[config.mk]
export PLATFORM = sky130hd
export DESIGN_NAME = dsi_lane_scheduler_flat
export DESIGN_NICKNAME = d
export VERILOG_FILES = /design/src/rtl/dsi_lane_scheduler_if.sv /design/src/rtl/dsi_lane_scheduler.sv /design/src/flat_wrapper.sv
export SDC_FILE = /design/constraint.sdc
export NUM_CORES = 1
export LEC_CHECK = 0
export ABC_AREA = 1
export BUFFER_PORTS_ARGS = -buffer_cell sky130_fd_sc_hd__buf_2
export CORE_ASPECT_RATIO = 1.4
export CORE_MARGIN = 2
export CORE_UTILIZATION = 59
export CTS_CLUSTER_SIZE = 16
export DETAILED_ROUTE_END_ITERATION = 8
export PLACE_DENSITY = 0.87
export SYNTH_ARGS = -nofsm -noshare
export SYNTH_HDL_FRONTEND = slang
export SYNTH_SLANG_ARGS = --single-unit
export TNS_END_PERCENT = 10
[constraint.sdc]
create_clock -name i_byte_clk -period 6.5 [get_ports i_byte_clk]
set_input_delay 1.3 -clock i_byte_clk [delete_from_list [all_inputs] [get_ports i_byte_clk]]
set_output_delay 1.3 -clock i_byte_clk [all_outputs]
set_load 0.02 [all_outputs]
[src/rtl/dsi_lane_scheduler_if.sv]
// Bundles the requester-side and PHY-side signals of dsi_lane_scheduler.
//   slave  : the scheduler side (takes requests, drives the PHY byte/LP lanes)
//   master : the requester/PHY-model side (drives requests, observes lanes)
// Signals:
//   vid_req, vid_valid, vid_data[7:0], vid_last, vid_ready : video line burst
//   cmd_valid, cmd_pkt[31:0] {ECC,data1,data0,DI}, cmd_ready : short packet
//   byte_D0[7:0], hs_data_en, hs_clk_en                  : HS lane controls
//   lp_data[1:0], lp_clk[1:0] ({P,N})                     : LP lane levels
//   underrun                                              : sticky starvation
interface dsi_lane_scheduler_if;
    logic        vid_req;
    logic        vid_valid;
    logic [7:0]  vid_data;
    logic        vid_last;
    logic        vid_ready;
    logic        cmd_valid;
    logic [31:0] cmd_pkt;
    logic        cmd_ready;
    logic [7:0]  byte_D0;
    logic        hs_data_en;
    logic        hs_clk_en;
    logic [1:0]  lp_data;
    logic [1:0]  lp_clk;
    logic        underrun;

    modport slave (
        input  vid_req, vid_valid, vid_data, vid_last, cmd_valid, cmd_pkt,
        output vid_ready, cmd_ready, byte_D0, hs_data_en, hs_clk_en, lp_data, lp_clk,
               underrun
    );

    modport master (
        output vid_req, vid_valid, vid_data, vid_last, cmd_valid, cmd_pkt,
        input  vid_ready, cmd_ready, byte_D0, hs_data_en, hs_clk_en, lp_data, lp_clk,
               underrun
    );
endinterface

[src/rtl/dsi_lane_scheduler.sv]
// DSI single-lane burst scheduler: arbitrates between a video line burst and a
// 4-byte short command packet, then walks the data lane through the LP->HS entry
// (LPX, PREP, ZERO, SYNC), the payload, optional EoTp, HS-trail and LP exit.
// Ports:
//   i_byte_clk : sole clock
//   i_reset    : synchronous, active-high reset
//   io_bus     : dsi_lane_scheduler_if.slave (request handshakes + lane outputs)
// Configuration macro:
//   DSI_SCHED_EOTP_EN : when defined, a 4-byte EoT packet (08 0F 0F 01) follows
//                       the payload; otherwise the EOT state logic is absent.
module dsi_lane_scheduler #(
    parameter int unsigned T_LPX   = 2,
    parameter int unsigned T_PREP  = 2,
    parameter int unsigned T_ZERO  = 4,
    parameter int unsigned T_TRAIL = 3
) (
    input  logic                i_byte_clk,
    input  logic                i_reset,
    dsi_lane_scheduler_if.slave io_bus
);
    // Counter load values; a zero duration is stretched to a single cycle.
    localparam logic [7:0] LPX_LD   = (T_LPX   == 0) ? 8'd0 : 8'(T_LPX - 1);
    localparam logic [7:0] PREP_LD  = (T_PREP  == 0) ? 8'd0 : 8'(T_PREP - 1);
    localparam logic [7:0] ZERO_LD  = (T_ZERO  == 0) ? 8'd0 : 8'(T_ZERO - 1);
    localparam logic [7:0] TRAIL_LD = (T_TRAIL == 0) ? 8'd0 : 8'(T_TRAIL - 1);

    typedef enum logic [3:0] {
        StIdle, StLpx, StPrep, StZero, StSync, StPayload, StEot, StTrail, StExit
    } state_e;

    state_e      r_state, w_state_d;
    logic [7:0]  r_cnt, w_cnt_d;
    logic        r_grant_vid;
    logic        r_last_vid;
    logic [31:0] r_cmd;
    logic [7:0]  r_last_byte, w_last_byte_d;
    logic [7:0]  r_byte, w_byte_d;
    logic [1:0]  r_lp_data, w_lp_data_d;
    logic [1:0]  r_lp_clk, w_lp_clk_d;
    logic        r_hs_data_en, w_hs_data_en_d;
    logic        r_hs_clk_en, w_hs_clk_en_d;
    logic        r_vid_ready, w_vid_ready_d;
    logic        r_underrun;
    logic        w_grant_cmd, w_grant_vid, w_vid_phase, w_payload_done;
    logic [7:0]  w_byte_out;

    // Round robin: cmd wins a tie unless it was the last one served.
    assign w_grant_cmd = io_bus.cmd_valid & (~io_bus.vid_req | r_last_vid);
    assign w_grant_vid = io_bus.vid_req & ~w_grant_cmd;
    assign w_vid_phase = (r_state == StPayload) & r_grant_vid;

    // Video bytes are accepted and forwarded in the same cycle; every other byte
    // comes straight from r_byte, which is loaded on entry to its state.
    assign w_byte_out    = w_vid_phase ? (io_bus.vid_valid ? io_bus.vid_data : 8'h00) : r_byte;
    assign w_last_byte_d = (r_state == StPayload || r_state == StEot) ? w_byte_out
                                                                      : r_last_byte;
    assign w_payload_done = r_grant_vid ? (io_bus.vid_valid & io_bus.vid_last)
                                        : (r_cnt == 8'd0);

    // Next state and phase counter.
    always_comb begin
        w_state_d = r_state;
        w_cnt_d   = r_cnt;
        unique case (r_state)
            StIdle: begin
                if (w_grant_cmd | w_grant_vid) begin
                    w_state_d = StLpx;
                    w_cnt_d   = LPX_LD;
                end
            end
            StLpx: begin
                if (r_cnt == 8'd0) begin
                    w_state_d = StPrep;
                    w_cnt_d   = PREP_LD;
                end else begin
                    w_cnt_d = r_cnt - 8'd1;
                end
            end
            StPrep: begin
                if (r_cnt == 8'd0) begin
                    w_state_d = StZero;
                    w_cnt_d   = ZERO_LD;
                end else begin
                    w_cnt_d = r_cnt - 8'd1;
                end
            end
            StZero: begin
                if (r_cnt == 8'd0) begin
                    w_state_d = StSync;
                end else begin
                    w_cnt_d = r_cnt - 8'd1;
                end
            end
            StSync: begin
                w_state_d = StPayload;
                w_cnt_d   = 8'd3;
            end
            StPayload: begin
                if (w_payload_done) begin
`ifdef DSI_SCHED_EOTP_EN
                    w_state_d = StEot;
                    w_cnt_d   = 8'd3;
`else
                    w_state_d = StTrail;
                    w_cnt_d   = TRAIL_LD;
`endif
                end else if (!r_grant_vid) begin
                    w_cnt_d = r_cnt - 8'd1;
                end
            end
`ifdef DSI_SCHED_EOTP_EN
            StEot: begin
                if (r_cnt == 8'd0) begin
                    w_state_d = StTrail;
                    w_cnt_d   = TRAIL_LD;
                end else begin
                    w_cnt_d = r_cnt - 8'd1;
                end
            end
`endif
            StTrail: begin
                if (r_cnt == 8'd0) begin
                    w_state_d = StExit;
                end else begin
                    w_cnt_d = r_cnt - 8'd1;
                end
            end
            StExit:  w_state_d = StIdle;
            default: w_state_d = StIdle;
        endcase
    end

    // Outputs for the state being entered, so they are registered yet aligned.
    always_comb begin
        w_lp_data_d    = 2'b11;
        w_lp_clk_d     = 2'b00;
        w_hs_data_en_d = 1'b0;
        w_hs_clk_en_d  = 1'b1;
        w_byte_d       = 8'h00;
        w_vid_ready_d  = 1'b0;
        case (w_state_d)
            StIdle: begin
                w_lp_clk_d    = 2'b11;
                w_hs_clk_en_d = 1'b0;
            end
            StLpx:  w_lp_data_d = 2'b01;
            StPrep: w_lp_data_d = 2'b00;
            StZero: begin
                w_lp_data_d    = 2'b00;
                w_hs_data_en_d = 1'b1;
            end
            StSync: begin
                w_lp_data_d    = 2'b00;
                w_hs_data_en_d = 1'b1;
                w_byte_d       = 8'hB8;
            end
            StPayload: begin
                w_lp_data_d    = 2'b00;
                w_hs_data_en_d = 1'b1;
                w_vid_ready_d  = r_grant_vid;
                // Counter runs 3..0, so DI (bits 7:0) goes out first.
                case (w_cnt_d[1:0])
                    2'd3:    w_byte_d = r_cmd[7:0];
                    2'd2:    w_byte_d = r_cmd[15:8];
                    2'd1:    w_byte_d = r_cmd[23:16];
                    default: w_byte_d = r_cmd[31:24];
                endcase
            end
`ifdef DSI_SCHED_EOTP_EN
            StEot: begin
                w_lp_data_d    = 2'b00;
                w_hs_data_en_d = 1'b1;
                case (w_cnt_d[1:0])
                    2'd3:    w_byte_d = 8'h08;
                    2'd0:    w_byte_d = 8'h01;
                    default: w_byte_d = 8'h0F;
                endcase
            end
`endif
            StTrail: begin
                w_lp_data_d    = 2'b00;
                w_hs_data_en_d = 1'b1;
                w_byte_d       = {8{~w_last_byte_d[7]}};
            end
            default: ;
        endcase
    end

    always_ff @(posedge i_byte_clk) begin
        if (i_reset) begin
            r_state      <= StIdle;
            r_cnt        <= 8'd0;
            r_grant_vid  <= 1'b0;
            r_last_vid   <= 1'b1;
            r_cmd        <= 32'd0;
            r_last_byte  <= 8'd0;
            r_byte       <= 8'd0;
            r_lp_data    <= 2'b11;
            r_lp_clk     <= 2'b11;
            r_hs_data_en <= 1'b0;
            r_hs_clk_en  <= 1'b0;
            r_vid_ready  <= 1'b0;
            r_underrun   <= 1'b0;
        end else begin
            r_state      <= w_state_d;
            r_cnt        <= w_cnt_d;
            r_last_byte  <= w_last_byte_d;
            r_byte       <= w_byte_d;
            r_lp_data    <= w_lp_data_d;
            r_lp_clk     <= w_lp_clk_d;
            r_hs_data_en <= w_hs_data_en_d;
            r_hs_clk_en  <= w_hs_clk_en_d;
            r_vid_ready  <= w_vid_ready_d;
            if (r_state == StIdle && (w_grant_cmd || w_grant_vid)) begin
                r_grant_vid <= w_grant_vid;
                r_last_vid  <= w_grant_vid;
            end
            if (r_state == StIdle && w_grant_cmd) begin
                r_cmd <= io_bus.cmd_pkt;
            end
            if (w_vid_phase && !io_bus.vid_valid) begin
                r_underrun <= 1'b1;
            end
        end
    end

    // cmd_ready marks the cycle in which cmd_pkt is captured.
    assign io_bus.cmd_ready  = (r_state == StIdle) & w_grant_cmd & ~i_reset;
    assign io_bus.vid_ready  = r_vid_ready;
    assign io_bus.byte_D0    = w_byte_out;
    assign io_bus.hs_data_en = r_hs_data_en;
    assign io_bus.hs_clk_en  = r_hs_clk_en;
    assign io_bus.lp_data    = r_lp_data;
    assign io_bus.lp_clk     = r_lp_clk;
    assign io_bus.underrun   = r_underrun;
endmodule

[src/flat_wrapper.sv]
// flat-port wrapper written by rule: the top's interface ports become plain ports
module dsi_lane_scheduler_flat 
#(
    parameter int unsigned T_LPX   = 2,
    parameter int unsigned T_PREP  = 2,
    parameter int unsigned T_ZERO  = 4,
    parameter int unsigned T_TRAIL = 3
)
  (i_byte_clk, i_reset, io_bus_vid_req, io_bus_vid_valid, io_bus_vid_data, io_bus_vid_last, io_bus_cmd_valid, io_bus_cmd_pkt, io_bus_vid_ready, io_bus_cmd_ready, io_bus_byte_D0, io_bus_hs_data_en, io_bus_hs_clk_en, io_bus_lp_data, io_bus_lp_clk, io_bus_underrun);
  dsi_lane_scheduler_if io_bus_i ();
  input  logic i_byte_clk;
  input  logic i_reset;
  input wire logic [$bits(io_bus_i.vid_req)-1:0] io_bus_vid_req;
  input wire logic [$bits(io_bus_i.vid_valid)-1:0] io_bus_vid_valid;
  input wire logic [$bits(io_bus_i.vid_data)-1:0] io_bus_vid_data;
  input wire logic [$bits(io_bus_i.vid_last)-1:0] io_bus_vid_last;
  input wire logic [$bits(io_bus_i.cmd_valid)-1:0] io_bus_cmd_valid;
  input wire logic [$bits(io_bus_i.cmd_pkt)-1:0] io_bus_cmd_pkt;
  output wire logic [$bits(io_bus_i.vid_ready)-1:0] io_bus_vid_ready;
  output wire logic [$bits(io_bus_i.cmd_ready)-1:0] io_bus_cmd_ready;
  output wire logic [$bits(io_bus_i.byte_D0)-1:0] io_bus_byte_D0;
  output wire logic [$bits(io_bus_i.hs_data_en)-1:0] io_bus_hs_data_en;
  output wire logic [$bits(io_bus_i.hs_clk_en)-1:0] io_bus_hs_clk_en;
  output wire logic [$bits(io_bus_i.lp_data)-1:0] io_bus_lp_data;
  output wire logic [$bits(io_bus_i.lp_clk)-1:0] io_bus_lp_clk;
  output wire logic [$bits(io_bus_i.underrun)-1:0] io_bus_underrun;
  assign io_bus_i.vid_req = io_bus_vid_req;
  assign io_bus_i.vid_valid = io_bus_vid_valid;
  assign io_bus_i.vid_data = io_bus_vid_data;
  assign io_bus_i.vid_last = io_bus_vid_last;
  assign io_bus_i.cmd_valid = io_bus_cmd_valid;
  assign io_bus_i.cmd_pkt = io_bus_cmd_pkt;
  assign io_bus_vid_ready = io_bus_i.vid_ready;
  assign io_bus_cmd_ready = io_bus_i.cmd_ready;
  assign io_bus_byte_D0 = io_bus_i.byte_D0;
  assign io_bus_hs_data_en = io_bus_i.hs_data_en;
  assign io_bus_hs_clk_en = io_bus_i.hs_clk_en;
  assign io_bus_lp_data = io_bus_i.lp_data;
  assign io_bus_lp_clk = io_bus_i.lp_clk;
  assign io_bus_underrun = io_bus_i.underrun;
  dsi_lane_scheduler #(.T_LPX(T_LPX), .T_PREP(T_PREP), .T_ZERO(T_ZERO), .T_TRAIL(T_TRAIL)) u_core (.i_byte_clk(i_byte_clk), .i_reset(i_reset), .io_bus(io_bus_i));
endmodule
==> results summary <==
The detailed-routed wire length on met3 is 270 um. Counting I/O delays and the setup requirement, the final critical path takes 4.09 ns. Port buffering added 62 buffers. In this run the vertical extent of the chip is 89.6 um. The proportion of synthesized chip area in sequential cells is 0.402.

Setup repair after global routing left no endpoint under its margin. The H-tree depth came out at 3. Row generation in the floorplan step produced 31 rows. The sum of routed wire length over all layers is 7.21 mm. TritonCTS built the clock tree. The number of setup violations in the final report came out at 0. The timing startpoint of the critical path is io_bus_vid_req. The summed instance area of the synthesized netlist came out at 0.00309 mm^2. STA puts the critical path data arrival time at 2.79 ns. The core area is 0.00512 mm^2.

In this run the worst hold path is classified as reg2reg. The number of pins exceeding their max-slew limit in the final report is 0. The design draws 1.63 mW. The register clock-pin slew on the reported worst setup and hold paths came out at 0.07 ns. The max-cap violation count is 0. The number of antenna violations at the first check in global routing is 0. Wire segments on met2 add up to 3.97 mm in the final route. The worst setup path is captured at an output port.

The number of instances in the synthesized netlist came out at 454. Of all nets on the critical path, the largest fanout is 43. The via count of the first global-routing pass is 2766. The reported leakage power came out at 1.77 nW. The buffer cell driving the clock tree root is sky130_fd_sc_hd__clkbuf_8. Compared with the post-synthesis result, the final layout area differs by 16.8%. IR analysis of the VDD net gives a maximum drop of 0.225 mV.

The routed metal-1 wirelength came out at 2.82 mm. The proportion of netlist area held by the largest area contributor is 0.402. The later-pin clock latency in the skew report came out at 0.34 ns. The number of inserted diodes came out at 0. The total negative setup slack came out at 0 ns. The count of synthesis-stage warnings from yosys came out at 0.

The maximum buffer depth of the clock tree came out at 2. For this run, the post-layout net count is 560. The clock net sink count came out at 62. The slack of the critical path came out at 2.41 ns. Synthesis instantiated 34 different standard cells from the library. The hold-fix buffer count after cts came out at 0. The die span in x came out at 65.2 um.

The largest net degree at the start of global routing is 44. The setup skew after layout is 0.00989 ns. The first-pass GRT wire length is 11.7 mm.

In this run the count of I/O pins placed on the die edge is 63. The count of unresolved DRC violations after routing is 0. STA classifies the critical path startpoint as a primary input. The flow ran to the end, and the final reports show no timing, DRC or antenna violations.

For this run, the top clock speed supported by timing is 0.245 GHz. Prior to clock tree synthesis, the placed netlist has a worst setup slack of 2.45 ns. The total global routing track utilization is 0.264.

The share of post-route cells with drive strength above 1 came out at 0.213. Headroom to the max-slew limit came out at 0.352. The routed layout has 3070 vias.

At the pin with the least slew margin, the transition time is 0.971 ns. The number of routed nets with antenna violations is 0. The final hold violation count is 0. The initial utilization of the core area, before any placement, comes to 0.604.

Signal routing reaches up to met4. The first detailed-routing pass took 4 iterations. The half-perimeter wire length of the detailed placement result came out at 5.48 mm. The die area came out at 0.00584 mm^2.

The post-CTS resize count is 0. The placer congestion estimate came out at 0.915. Dividing the detail-routed via count by the number of cells gives 5.27.

The worst reg2reg path startpoint is u_core.r_cnt[0]$_SDFF_PP0_. For the worst setup path, the data required time is 5.20 ns. The startpoint of the lowest-slack hold path is u_core.r_cmd[24]$_SDFFE_PP0P_.

The startpoint-to-endpoint class of the critical path is in2out. The number of CTS-inserted buffers is 9. The remaining global-route overflow is 0. The synthesized net count is 503.

The number of buffers added for setup after CTS is 0. By area the synthesized netlist is led by sky130_fd_sc_hd__dfxtp_1, sky130_fd_sc_hd__nand2_1, sky130_fd_sc_hd__nor2_1, sky130_fd_sc_hd__nand3_1, sky130_fd_sc_hd__o21ai_0. The per-cell routed wire length is 12.4 um. The post-synthesis average cell area came out at 6.81 um^2. The number of design-rule violations left by the first detailed-router iteration came out at 244.

The power density over the cells is 451 mW/mm^2. The biggest area contributor in the post-synthesis netlist is sky130_fd_sc_hd__dfxtp_1. After synthesis the netlist holds a flip-flop and latch count of 62. The post-route fraction of the period consumed by the critical path is 0.629.
cells in the mapped netlist, drive strengths merged:
| master | instances |
|---|---|
| o21ai | 42 |
| inv | 50 |
| o21a | 1 |
| nand2 | 111 |
| ha | 3 |
| o31ai | 1 |
| mux2i | 1 |
| a21oi | 25 |
| clkbuf | 14 |
| o21bai | 3 |
| nor2 | 74 |
| a211oi | 1 |
| nor3 | 7 |
| o211ai | 1 |
| nor3b | 1 |
| dfxtp | 62 |
| xor2 | 1 |
| nand4 | 5 |
| clkinv | 1 |
| nand3 | 44 |
| buf | 3 |
| a31oi | 2 |
| a21boi | 1 |
flip-flops by register name (all words and copies together) (netlist names):
| register | flops |
|---|---|
| u_core.r_cnt | 8 |
| u_core.io_bus.hs_data_en | 1 |
| u_core.io_bus.vid_ready | 1 |
| u_core.io_bus.lp_data | 2 |
| u_core.io_bus.hs_clk_en | 1 |
| u_core.r_byte | 8 |
| u_core.r_last_vid | 1 |
| u_core.r_last_byte | 1 |
| u_core.io_bus.underrun | 1 |
| u_core.r_state | 4 |
| u_core.r_cmd | 32 |
| u_core.io_bus.lp_clk | 1 |
| u_core.r_grant_vid | 1 |
kinds of logic after synthesis:
group           count (synthesis)  share of synthesized area
mux                             1                    0.00324
buf+inv                        68                     0.0879
flops                          62                      0.402
simple gates                  242                      0.359
xor+xnor                        1                    0.00283
fa+ha+maj                       3                     0.0121
compound gates                 77                      0.133
cells in the final DEF (no fill, tap or decap), types with 2 or more instances in the layout:
master / netlist / layout
sky130_fd_sc_hd__nand3_2: 3 / 3
sky130_fd_sc_hd__ha_1: 3 / 3
sky130_fd_sc_hd__inv_2: 3 / 3
sky130_fd_sc_hd__nand3_1: 40 / 40
sky130_fd_sc_hd__nor3_1: 5 / 5
sky130_fd_sc_hd__nand2_2: 8 / 8
sky130_fd_sc_hd__clkinvlp_4: 0 / 3
sky130_fd_sc_hd__nor2_1: 64 / 64
sky130_fd_sc_hd__dfxtp_1: 62 / 62
sky130_fd_sc_hd__nor2_2: 6 / 6
sky130_fd_sc_hd__a21oi_1: 25 / 25
sky130_fd_sc_hd__clkbuf_8: 0 / 9
sky130_fd_sc_hd__nand4_2: 2 / 2
sky130_fd_sc_hd__o21ai_1: 5 / 5
sky130_fd_sc_hd__o21ai_0: 37 / 37
sky130_fd_sc_hd__nand2_1: 103 / 103
sky130_fd_sc_hd__inv_1: 47 / 47
sky130_fd_sc_hd__a31oi_1: 2 / 2
sky130_fd_sc_hd__clkinv_4: 0 / 2
sky130_fd_sc_hd__o21bai_1: 3 / 3
sky130_fd_sc_hd__buf_2: 0 / 62
sky130_fd_sc_hd__nor2_4: 4 / 4
sky130_fd_sc_hd__clkinv_2: 1 / 2
sky130_fd_sc_hd__nand4_1: 3 / 3
routing by layer:
metal | track usage | vias to the layer above
li1 | - | 1572
met1 | 0.267 | 1408
met2 | 0.501 | 75
met3 | 0.0723 | 15
met4 | 0.121 | 0
met5 | 0 | -
metrics by stage:
step | hold slack [ns] | utilization | instance area (um^2) | cells
4_1_cts | 0.463 | 0.705 | 3610 | 582
6_report | 0.460 | 0.705 | 3610 | 582
3_3_place_gp | 0.447 | 0.666 | 3410 | 566
2_1_floorplan | 0.430 | - | 3090 | 454
5_1_grt | 0.481 | 0.705 | 3610 | 582
3_5_place_dp | 0.452 | 0.666 | 3410 | 566
power breakdown:
part	total [mW]	switching [mW]	internal, mW	leakage, nW
combinational	0.775	0.524	0.251	1.17
sequential	0.522	0.0547	0.467	0.509
clock	0.330	0.153	0.177	0.0914
worst max-delay path, stage by stage:
cell and delay, ns:
sky130_fd_sc_hd__buf_2 0.10, sky130_fd_sc_hd__inv_1 0.08, sky130_fd_sc_hd__o21ai_0 0.13, sky130_fd_sc_hd__inv_1 0.09, sky130_fd_sc_hd__nand2_1 0.05, sky130_fd_sc_hd__buf_4 0.24
sky130_fd_sc_hd__nor2_1 0.51, sky130_fd_sc_hd__buf_2 0.27
layout make-up:
class | count | area, um^2
clock buffers | 9 | 124
clock inverters | 7 | 75.1
fillers | 471 | 1510
inverters | 51 | 193
multi-input cells | 324 | 1580
flip-flops and latches | 62 | 1240
well taps | 66 | 82.6
repair buffers | 63 | 318
worst paths after layout:
path | to | slack, ns | depth (start not counted)
setup / recovery | io_bus_cmd_ready | 2.41 | 8
hold / removal | u_core.r_cmd[24]$_SDFFE_PP0P_ | 0.46 | 2
setup reg to reg | u_core.r_byte[6]$_SDFF_PP0_ | 3.81 | 16
hold reg to reg | u_core.r_cmd[24]$_SDFFE_PP0P_ | 0.46 | 2
Note: power is estimated with default switching activity, not from simulation.
